### src/rtl/mips_load_store_unit.sv
// MIPS load/store unit: turns byte-addressed LB/LBU/LH/LHU/LW/SB/SH/SW
// requests into accesses on a word-addressed data memory. Sub-word stores
// are done as read-modify-write, and loads are sign- or zero-extended.
module mips_load_store_unit #(
  parameter int MEM_WORDS  = 1024,
  parameter bit BIG_ENDIAN = 1'b1
) (
  input  logic        clk,
  input  logic        reset,
  input  logic        req_valid,
  output logic        req_ready,
  input  logic        req_write,
  input  logic [1:0]  req_size,
  input  logic        req_signed,
  input  logic [31:0] req_addr,
  input  logic [31:0] req_wdata,
  output logic        resp_valid,
  output logic [31:0] resp_rdata,
  output logic        resp_err,
  output logic [31:0] mem_addr,
  output logic [31:0] mem_store_data,
  output logic        mem_write_signal,
  input  logic [31:0] mem_load_data
);

  typedef enum logic [1:0] {IDLE, ACCESS, WRITE, RESP} state_t;

  localparam logic [31:0] MemWords = 32'(MEM_WORDS);

  state_t      state_q, state_d;
  logic        reqWrite_q, reqWrite_d;
  logic [1:0]  reqSize_q, reqSize_d;
  logic        reqSigned_q, reqSigned_d;
  logic [31:0] reqAddr_q, reqAddr_d;
  logic [31:0] reqWdata_q, reqWdata_d;
  logic [31:0] merged_q, merged_d;
  logic [31:0] respRdata_q, respRdata_d;
  logic        respErr_q, respErr_d;

  logic        acceptErr;
  logic [1:0]  laneIdx;
  logic [4:0]  shamt;
  logic [31:0] shifted;
  logic [31:0] laneMask;
  logic [31:0] loadExt;
  logic [31:0] mergedWord;

  assign resp_rdata = respRdata_q;
  assign resp_err   = respErr_q;

  // Classify the incoming request: bad size, misaligned, or beyond the memory.
  always_comb begin
    acceptErr = 1'b0;
    if (req_size == 2'b11) acceptErr = 1'b1;
    if (req_size == 2'b01 && req_addr[0]) acceptErr = 1'b1;
    if (req_size == 2'b10 && req_addr[1:0] != 2'b00) acceptErr = 1'b1;
    if ({2'b00, req_addr[31:2]} >= MemWords) acceptErr = 1'b1;
  end

  // Locate the addressed byte/half lane in the word, then extract/extend it
  // for loads and splice the store data into it for sub-word stores.
  always_comb begin
    laneIdx = 2'b00;
    if (reqSize_q == 2'b00) begin
      laneIdx = BIG_ENDIAN ? (2'd3 - reqAddr_q[1:0]) : reqAddr_q[1:0];
    end else if (reqSize_q == 2'b01) begin
      laneIdx = BIG_ENDIAN ? (2'd2 - {reqAddr_q[1], 1'b0}) : {reqAddr_q[1], 1'b0};
    end
    shamt    = {laneIdx, 3'b000};
    shifted  = mem_load_data >> shamt;
    laneMask = ((reqSize_q == 2'b00) ? 32'h0000_00FF : 32'h0000_FFFF) << shamt;
    case (reqSize_q)
      2'b00:   loadExt = {{24{reqSigned_q & shifted[7]}}, shifted[7:0]};
      2'b01:   loadExt = {{16{reqSigned_q & shifted[15]}}, shifted[15:0]};
      default: loadExt = shifted;
    endcase
    mergedWord = (mem_load_data & ~laneMask) | ((reqWdata_q << shamt) & laneMask);
  end

  // Next-state logic and memory/handshake outputs for the access sequencer.
  always_comb begin
    state_d          = state_q;
    reqWrite_d       = reqWrite_q;
    reqSize_d        = reqSize_q;
    reqSigned_d      = reqSigned_q;
    reqAddr_d        = reqAddr_q;
    reqWdata_d       = reqWdata_q;
    merged_d         = merged_q;
    respRdata_d      = respRdata_q;
    respErr_d        = respErr_q;
    req_ready        = 1'b0;
    resp_valid       = 1'b0;
    mem_addr         = 32'h0;
    mem_store_data   = 32'h0;
    mem_write_signal = 1'b0;
    case (state_q)
      IDLE: begin
        req_ready = 1'b1;
        if (req_valid) begin
          reqWrite_d  = req_write;
          reqSize_d   = req_size;
          reqSigned_d = req_signed;
          reqAddr_d   = req_addr;
          reqWdata_d  = req_wdata;
          if (acceptErr) begin
            respErr_d   = 1'b1;
            respRdata_d = 32'h0;
            state_d     = RESP;
          end else begin
            state_d = ACCESS;
          end
        end
      end
      ACCESS: begin
        mem_addr = {2'b00, reqAddr_q[31:2]};
        if (!reqWrite_q) begin
          respRdata_d = loadExt;
          respErr_d   = 1'b0;
          state_d     = RESP;
        end else if (reqSize_q == 2'b10) begin
          mem_store_data   = reqWdata_q;
          mem_write_signal = 1'b1;
          respRdata_d      = 32'h0;
          respErr_d        = 1'b0;
          state_d          = RESP;
        end else begin
          merged_d = mergedWord;
          state_d  = WRITE;
        end
      end
      WRITE: begin
        mem_addr         = {2'b00, reqAddr_q[31:2]};
        mem_store_data   = merged_q;
        mem_write_signal = 1'b1;
        respRdata_d      = 32'h0;
        respErr_d        = 1'b0;
        state_d          = RESP;
      end
      RESP: begin
        resp_valid = 1'b1;
        state_d    = IDLE;
      end
      default: state_d = IDLE;
    endcase
    // A reset arriving mid-request must not let the memory see a write
    // or the pipeline see a completion on that same edge.
    if (!reset) begin
      resp_valid       = 1'b0;
      mem_addr         = 32'h0;
      mem_store_data   = 32'h0;
      mem_write_signal = 1'b0;
    end
  end

  // State and request/response registers with synchronous active-low reset.
  always_ff @(posedge clk) begin
    if (!reset) begin
      state_q     <= IDLE;
      reqWrite_q  <= 1'b0;
      reqSize_q   <= 2'b00;
      reqSigned_q <= 1'b0;
      reqAddr_q   <= 32'h0;
      reqWdata_q  <= 32'h0;
      merged_q    <= 32'h0;
      respRdata_q <= 32'h0;
      respErr_q   <= 1'b0;
    end else begin
      state_q     <= state_d;
      reqWrite_q  <= reqWrite_d;
      reqSize_q   <= reqSize_d;
      reqSigned_q <= reqSigned_d;
      reqAddr_q   <= reqAddr_d;
      reqWdata_q  <= reqWdata_d;
      merged_q    <= merged_d;
      respRdata_q <= respRdata_d;
      respErr_q   <= respErr_d;
    end
  end

endmodule

### config.mk
export PLATFORM = sky130hd
export DESIGN_NAME = mips_load_store_unit
export DESIGN_NICKNAME = d
export VERILOG_FILES = /design/src/rtl/mips_load_store_unit.sv
export SDC_FILE = /design/constraint.sdc
export NUM_CORES = 1
export LEC_CHECK = 0
export BUFFER_PORTS_ARGS = -buffer_cell sky130_fd_sc_hd__buf_4
export CAP_MARGIN = 30
export CORE_ASPECT_RATIO = 2
export CORE_MARGIN = 10
export CORE_UTILIZATION = 56
export CTS_CLUSTER_DIAMETER = 40
export DETAILED_ROUTE_END_ITERATION = 12
export PLACE_DENSITY = 0.86
export SYNTH_ARGS = -nofsm -noshare
export SYNTH_HDL_FRONTEND = slang
export SYNTH_SLANG_ARGS = --single-unit
### constraint.sdc
create_clock -name clk -period 6.43 [get_ports clk]
set_input_delay 1.929 -clock clk [delete_from_list [all_inputs] [get_ports clk]]
set_output_delay 1.929 -clock clk [all_outputs]
set_load 0.02 [all_outputs]
# Word-level counts from Yosys, hierarchy flattened
# Index checks and enable logic that the tools add are counted.
[op_classes]
addsub = 2
multipliers = 0
div_mod_pow = 0
magnitude_cmp = 1
eq_ne = 11
shift = 3
muxes = 36
bitwise_logic = 7
reduce_logical = 10
[op_table]
columns = ["cell", "n"]
rows = [
  ["2-to-1 mux 32 bit", 8],
  ["case mux 32 bit (2 select lines)", 2],
  ["case mux 32 bit (3 select lines)", 1],
  ["bitwise AND 32 bit", 2],
  ["NOT 32 bit", 1],
  ["bitwise OR 32 bit", 1],
  ["left shift 16 x 5 -> 32 bit", 1],
  ["left shift 32 x 5 -> 32 bit", 1],
  [">> shifter 32 x 5 -> 32 bit", 1],
  [">= comparator 30 x 11 -> 1 bit, second input constant", 1],
  ["2-to-1 mux 30 bit", 1],
  ["2-to-1 mux 1 bit", 16],
  ["2-to-1 mux 16 bit", 1],
  ["equality test 2 bit, second input constant", 5],
  ["2-to-1 mux 2 bit", 4],
  ["case mux 2 bit (4 select lines)", 1],
  ["equality test 2 x 1 -> 1 bit, second input constant", 3],
  ["zero test 2 bit", 2],
  ["inequality test 2 bit, second input constant", 2],
  ["AND reduction 4 bit", 1],
  ["subtractor 2 bit, first input constant", 2],
  ["inequality test 3 bit, second input constant", 1],
  ["case mux 1 bit (3 select lines)", 1],
  ["AND reduction 3 bit", 1],
  ["8 further kinds", 10],
]
[totals]
regBits = 135
latchBits = 0
ram_bits = 0
romBits = 0
elab_cells = 79
memories = 0

# Longest topological paths before layout
# Gate-level depths: netlist (run 1).
[depth]
ltp_word = 8
ltp_mapped = 8
mapped_depth_nobuf = 7

# Worst setup path before layout (run 1)
# Ideal clock, no wire load.
[synth_timing]
kind = "input-to-output"
from = "input reset"
to = "output mem_store_data[10]"
t_arrival_ns = 3.096
required_ns = 4.501
setup_slack_ns = 1.405
path_stages = 5
path_buffers = 3
cell_sequence = "clkbuf_1 -> clkbuf_1 -> nand2_1 -> clkbuf_1 -> nor2_1"
[synth_between]
elab_chain_len = 1
[synth_lines]
columns = ["element", "line_no", "rtl"]
rows = [
  ["from (decl)", "9", "input logic reset,"],
  ["2-to-1 mux 32 bit", "147", "if (!reset) begin"],
  ["to (decl)", "21", "output logic [31:0] mem_store_data,"],
]
# No other way between the ends.

# Final worst setup path (run 1)
[layout_timing]
from = "input reset"
to = "output mem_addr[0]"
[layout_between]
elab_chain_len = 1
[layout_lines]
columns = ["element", "line_no", "rtl"]
rows = [
  ["2-to-1 mux 32 bit", "147", ""],
  ["to (decl)", "20", "output logic [31:0] mem_addr,"],
]
# No other way between the ends.

==> impl_metrics.env, run 1 <==
export IMPL_hold_ws_ns=0.4579
export IMPL_cellPowerDensity_nw_per_um2=336.4
export IMPL_hold_depth=2
export IMPL_fp_dieH_um=174.7
export IMPL_p_switching_mw=1.081
export IMPL_synth_avg_cell_area_um2=8.306
export IMPL_fillers=895
export IMPL_drc=0
export IMPL_fin_skew_ns=0.01032
export IMPL_fin_setup_tns_ns=0
export IMPL_cp_slowest_stage_delay_ns=0.42
export IMPL_fmax_mhz=196.5
export IMPL_drv_slew=0
export IMPL_path_delay_family="buffers and inverters"
export IMPL_drive_gt1_frac=0.2648
export IMPL_yosysSeqAreaShare=0.4032
export IMPL_drv_cap=0
export IMPL_yosysTopAreaCell="dfxtp_1"
export IMPL_via_per_inst=5.945
export IMPL_power_leakage_nw=3.897
export IMPL_dr_first_iter_drc_count=411
export IMPL_grt_overflow_total=0
export IMPL_holdBufCountCts=0
export IMPL_max_clock_path_buffers=2
export IMPL_grt_max_degree=66
export IMPL_synthTopCellsByArea="dfxtp_1, nand2_1, a21boi_0"
export IMPL_cts_tree="yes"
export IMPL_cts_sinks=135
export IMPL_synth_common_cells="nand2_1, dfxtp_1, a21boi_0, clkbuf_1, nor2_1"
export IMPL_cp_max_fo=63
export IMPL_pwr_share_comb=0.321
export IMPL_crit_required_ns=4.50
export IMPL_crit_path_end_kind="output pin"
export IMPL_synth_flop_cell="dfxtp_1"
export IMPL_synth_seq_cells=135
export IMPL_slowest_stage="buf_4"
export IMPL_cts_buffers=17
export IMPL_htreeDepth=4
export IMPL_antennaDiodeCount=0
export IMPL_grtUsageTotal=0.2534
export IMPL_die_area_um2=17010
export IMPL_ctsResizeCount=0
export IMPL_place_ws_ns=1.322
export IMPL_synth_cell_types=46
export IMPL_internal_power_mw=1.880
export IMPL_worst_pin_slew_ns=1.023
export IMPL_wire_per_inst_um=19.94
export IMPL_final_area_um2=8801
export IMPL_path_buf_inv=3
export IMPL_core_area_um2=11700
export IMPL_rows=56
export IMPL_hold_viol=0
export IMPL_setup_viol=0
export IMPL_grt_setup_unrepaired="false"
export IMPL_relSlewSlack=0.3170
export IMPL_critPathLaunchType="input port"
export IMPL_die_x_um=97.36
export IMPL_dp_hpwl_um=16540
export IMPL_netlist_area_leader_share=0.4032
export IMPL_clkTransAtPathRegs_ns=0.06
export IMPL_cp_arrival_ns=3.16
export IMPL_synth_async_reset_ratio=0
export IMPL_pin_count=203
export IMPL_synth_edf_count=0
export IMPL_finalNetCount=1072
export IMPL_syn_inst=807
export IMPL_io_buffer_count=200
export IMPL_p_clk_frac=0.328
export IMPL_clk_latency_ns=0.43
export IMPL_routed_wl_um=22390
export IMPL_yosysWarnings=0
export IMPL_grt_pass1_wl_um=35210
export IMPL_switching_share=0.3650
export IMPL_setup_slack_ns=1.341
export IMPL_path_cells="buf_4, buf_4, and3_1, buf_4"
export IMPL_outcome="complete, no violations"
export IMPL_syn_area_um2=6703
export IMPL_yosysMostFrequentCell="nand2_1"
export IMPL_r2r_cells=6
export IMPL_ctsRootBufferMaster="clkbuf_16"
export IMPL_vias=6676
export IMPL_start_util=0.5728
export IMPL_syn_to_final_growth_pct=31.30
export IMPL_peakVddDrop_uv=245.9
export IMPL_finalCriticalPeriod_ns=5.089
export IMPL_period_share=0.7915
export IMPL_grt_pass1_vias=6845
export IMPL_drtAntennaViolNets=0
export IMPL_pwr_share_seq=0.351
export IMPL_first_pass_iters=5
export IMPL_worst_path_stages=4
export IMPL_cts_setup_buffers=0
export IMPL_worst_setup_path_type="input port to output pin"
export IMPL_cp_common_cell="buf_4"
export IMPL_place_congestion=0.9528
export IMPL_antenna_found_initial=0
export IMPL_placed_cell_area_um2=8212
export IMPL_hp_class="flip-flop to flip-flop"
[sequential cells by signal, indices dropped and copies added, names as in the netlist]
signal	flops
reqSigned_q	1
resp_rdata	32
reqSize_q	2
resp_err	1
reqAddr_q	32
state_q	2
reqWdata_q	32
merged_q	32
reqWrite_q	1
[worst register-to-register path, delay by kind of cell (launching register included)]
kind / cells / cell delay (ns)
simple gates: 3 / 1.19
flops: 1 / 0.99
buf+inv: 1 / 0.26
compound gates: 2 / 0.39
[final timing paths]
| kind | startpoint | to | slack (ns) |
|---|---|---|---|
| setup / recovery | reset | mem_addr[0] | 1.34 |
| hold / removal | reqAddr_q[5] | reqAddr_q[5] | 0.46 |
| setup reg to reg | reqSize_q[1] | resp_rdata[13] | 3.49 |
| hold reg to reg | reqAddr_q[5] | reqAddr_q[5] | 0.46 |
[cells by family after synthesis]
family                     count (synthesis)  synth area share
AOI/OAI and AO/OA                        216            0.2498
adders and majority gates                  4          0.007467
buffers and inverters                     76           0.04909
DFF                                      135            0.4032
muxes                                     32           0.06328
other                                      1         0.0005595
and+or+nand+nor                          343            0.2266
[layout make-up]
type	instances	area, µm²	share of cell area
clock buffer	19	442.9	0.05033
tap	145	181.4	0.02061
sequential	135	2703	0.3071
clock inverter	13	146.4	0.01663
inverter	3	11.26	0.001279
multi-input combinational	597	3692	0.4195
timing repair buffer	211	1624	0.1845
[per-layer routing]
layer  vias up  track usage  routed length [µm]  share of wire
met5         -            0                   0              0
met4         0       0.1979                1668          0.074
met3       102      0.06993                1441          0.064
met2       310       0.4438               11650           0.52
met1      3104       0.2422                7631           0.34
li1       3160            -                   -              -
[power groups by stage]
stage	clock (mW)	combinational (mW)	sequential [mW]
2_1_floorplan	0	0.644	1.04
3_3_place_gp	0	0.897	1.05
3_5_place_dp	0	0.943	1.05
4_1_cts	0.979	0.948	1.04
5_1_grt	1.02	1.04	1.05
6_report	0.972	0.951	1.04
[cells in the final DEF (no fill, tap or decap), drive strengths merged, types with 3 or more instances in the layout]
master and count:
o211ai 17, a21oi 3, nand2b 3, nor2b 24
and3 30, a32o 8, nor4 3, mux2i 24
inv 6, clkbuf 19, a22oi 37, o31ai 17
ha 4, mux4 7, o211a 17, nor3 3
nand3 31, o21ai 21, nor2 44, a21boi 85
clkinv 6, dfxtp 135, and2 4, nand2 197
buf 211
[stage by stage]
step	power, mW	util	instances
after CTS	2.964	0.7521	1123
after global routing	3.109	0.7521	1123
final	2.961	0.7521	1123
after floorplan	1.682	-	808
after global placement	1.946	0.6971	1089
after detailed placement	1.996	0.7018	1091
Power figures use the tool's default switching activity.
==> run 2, diff against run 1 <==
Settings changed: CORE_UTILIZATION 56 to 52, PLACE_DENSITY 0.86 to 0.81.
Clock period 6.43 ns to 4.8 ns, I/O delays scaled along.
==> run 2 against run 1 <==
Design area increased by 0.23%. Setup slack worse by 0.46 ns. Clock skew barely moved. Non-clock buffer count rose by 2. Critical path type is now flip-flop to output pin. Critical endpoint is now mem_store_data[0]. Largest cell class unchanged. Largest power group unchanged. Highest routed layer unchanged.
==> impl_metrics.env, run 2 (synthesis results as in run 1) <==
export IMPL_outcome="complete, no violations"
export IMPL_cp_arrival_ns=2.48
export IMPL_routed_wl_um=22080
export IMPL_crit_path_end_kind="output pin"
export IMPL_max_clock_path_buffers=2
export IMPL_hold_ws_ns=0.4588
export IMPL_die_area_um2=18110
export IMPL_drtAntennaViolNets=0
export IMPL_relSlewSlack=0.3652
export IMPL_holdBufCountCts=0
export IMPL_period_share=0.8157
export IMPL_rrSetupSlack_ns=2.09
export IMPL_finalCriticalPeriod_ns=3.916
export IMPL_io_buffer_count=200
export IMPL_min_to="reqAddr_q[21]"
export IMPL_r2r_cells=7
export IMPL_fin_setup_tns_ns=0
export IMPL_finalNetCount=1074
export IMPL_cts_sinks=135
export IMPL_multi_input_area_um2=3692
export IMPL_dp_hpwl_um=16500
export IMPL_fmax_mhz=255.4
export IMPL_clk_latency_ns=0.42
export IMPL_pin_count=203
export IMPL_power_leakage_nw=3.900
export IMPL_via_per_inst=5.774
export IMPL_grt_pass1_wl_um=33920
export IMPL_ctsResizeCount=0
export IMPL_cellPowerDensity_nw_per_um2=454.0
export IMPL_r2r_end="resp_rdata[16]"
export IMPL_wire_per_inst_um=19.52
export IMPL_fin_skew_ns=0.01016
export IMPL_worstSetupStartpoint="state_q[1]"
export IMPL_crit_required_ns=3.36
export IMPL_drive_gt1_frac=0.2663
export IMPL_hold_start="reqAddr_q[21]"
export IMPL_cts_setup_buffers=0
export IMPL_seq_area_um2=2703
export IMPL_start_util=0.5308
export IMPL_vias=6530
export IMPL_hold_viol=0
export IMPL_grt_max_degree=107
export IMPL_grt_pass1_vias=6511
export IMPL_critPathLaunchType="flip-flop"
export IMPL_peakVddDrop_uv=423.8
export IMPL_cts_tree="yes"
export IMPL_final_cell_mix="buf_4, nand2_1, dfxtp_1, a21boi_0, nor2_1"
export IMPL_ctsRootBufferMaster="clkbuf_16"
export IMPL_fillers=1088
export IMPL_cts_buffers=17
export IMPL_final_common_cell="buf_4"
export IMPL_drv_slew=0
export IMPL_worst_pin_slew_ns=0.9521
export IMPL_rows=58
export IMPL_hold_depth=2
export IMPL_core_area_um2=12630
export IMPL_dr_first_iter_drc_count=404
export IMPL_grt_setup_unrepaired="false"
export IMPL_cp_max_fo=34
export IMPL_worst_setup_path_type="flip-flop to output pin"
export IMPL_place_congestion=0.9519
export IMPL_hp_class="flip-flop to flip-flop"
export IMPL_htreeDepth=4
export IMPL_die_x_um=100.3
export IMPL_first_pass_iters=5
export IMPL_antenna_found_initial=1
export IMPL_drc=0
export IMPL_grtUsageTotal=0.2350
export IMPL_fp_dieH_um=180.6
export IMPL_grt_overflow_total=0
export IMPL_clkTransAtPathRegs_ns=0.06
export IMPL_rr_startpoint="state_q[0]"
export IMPL_syn_to_final_growth_pct=31.60
export IMPL_setup_viol=0
export IMPL_drv_cap=0
-- run 2: cell types whose count changed in the layout (fill, tap and decap cells not counted) --
cell,before,now
clkinv_2,2,1
clkinv_4,4,3
clkinvlp_4,2,3
buf_4,209,212
bufinv_16,2,3
diode_2,0,1
buf_12,0,1
buf_16,2,0
-- run 2: critical path, stage by stage (launching register included) --
cell     delay [ns]
dfxtp_1        0.40
inv_1          0.08
ha_1           0.78
nand2_1        0.12
buf_4          0.29
nor2_1         0.18
buf_4          0.16
-- run 2: report_power, final --
part           leakage (nW)  switching (mW)  internal (mW)
clock                 0.291           0.522          0.837
sequential             1.10           0.110           1.27
combinational          2.51           0.809          0.458
total                  3.90            1.44           2.56
-- run 2: cell type report --
type | instances | share of cell area
multi-input cells | 597 | 0.4186
flip-flops and latches | 135 | 0.3064
repair buffers | 213 | 0.1827
clock buffers | 19 | 0.05021
well taps | 150 | 0.02128
clock inverters | 13 | 0.01929
inverters | 3 | 0.001277
diodes | 1 | 0.0002837
-- run 2: worst max path at each step --
stage                         endpoint  slack (ns)
global route         mem_store_data[1]        0.68
CTS                  mem_store_data[0]        0.87
finish               mem_store_data[0]        0.88
floorplan           mem_store_data[10]        0.75
global placement          mem_addr[29]        1.06
detailed placement         mem_addr[7]        1.04
-- run 2: routing by layer --
metal | GRT usage | wire length (µm) | part of all wire | up-vias
met5 | 0 | 0 | 0 | -
met4 | 0.1426 | 1193 | 0.054 | 0
met3 | 0.05568 | 1253 | 0.057 | 73
met2 | 0.4163 | 11820 | 0.54 | 263
met1 | 0.2368 | 7814 | 0.35 | 3040
li1 | - | - | - | 3154
-- run 2: through the flow --
stage | util | total power [mW] | cell area [µm²] | cells | worst slack [ns]
after floorplan | - | 2.253 | 6706 | 808 | 0.7529
after global placement | 0.6482 | 2.629 | 8185 | 1097 | 1.059
after detailed placement | 0.6498 | 2.668 | 8205 | 1098 | 1.037
after CTS | 0.6984 | 4.013 | 8818 | 1130 | 0.8684
after global routing | 0.6986 | 4.198 | 8821 | 1131 | 0.6780
final | 0.6986 | 4.005 | 8821 | 1131 | 0.8844
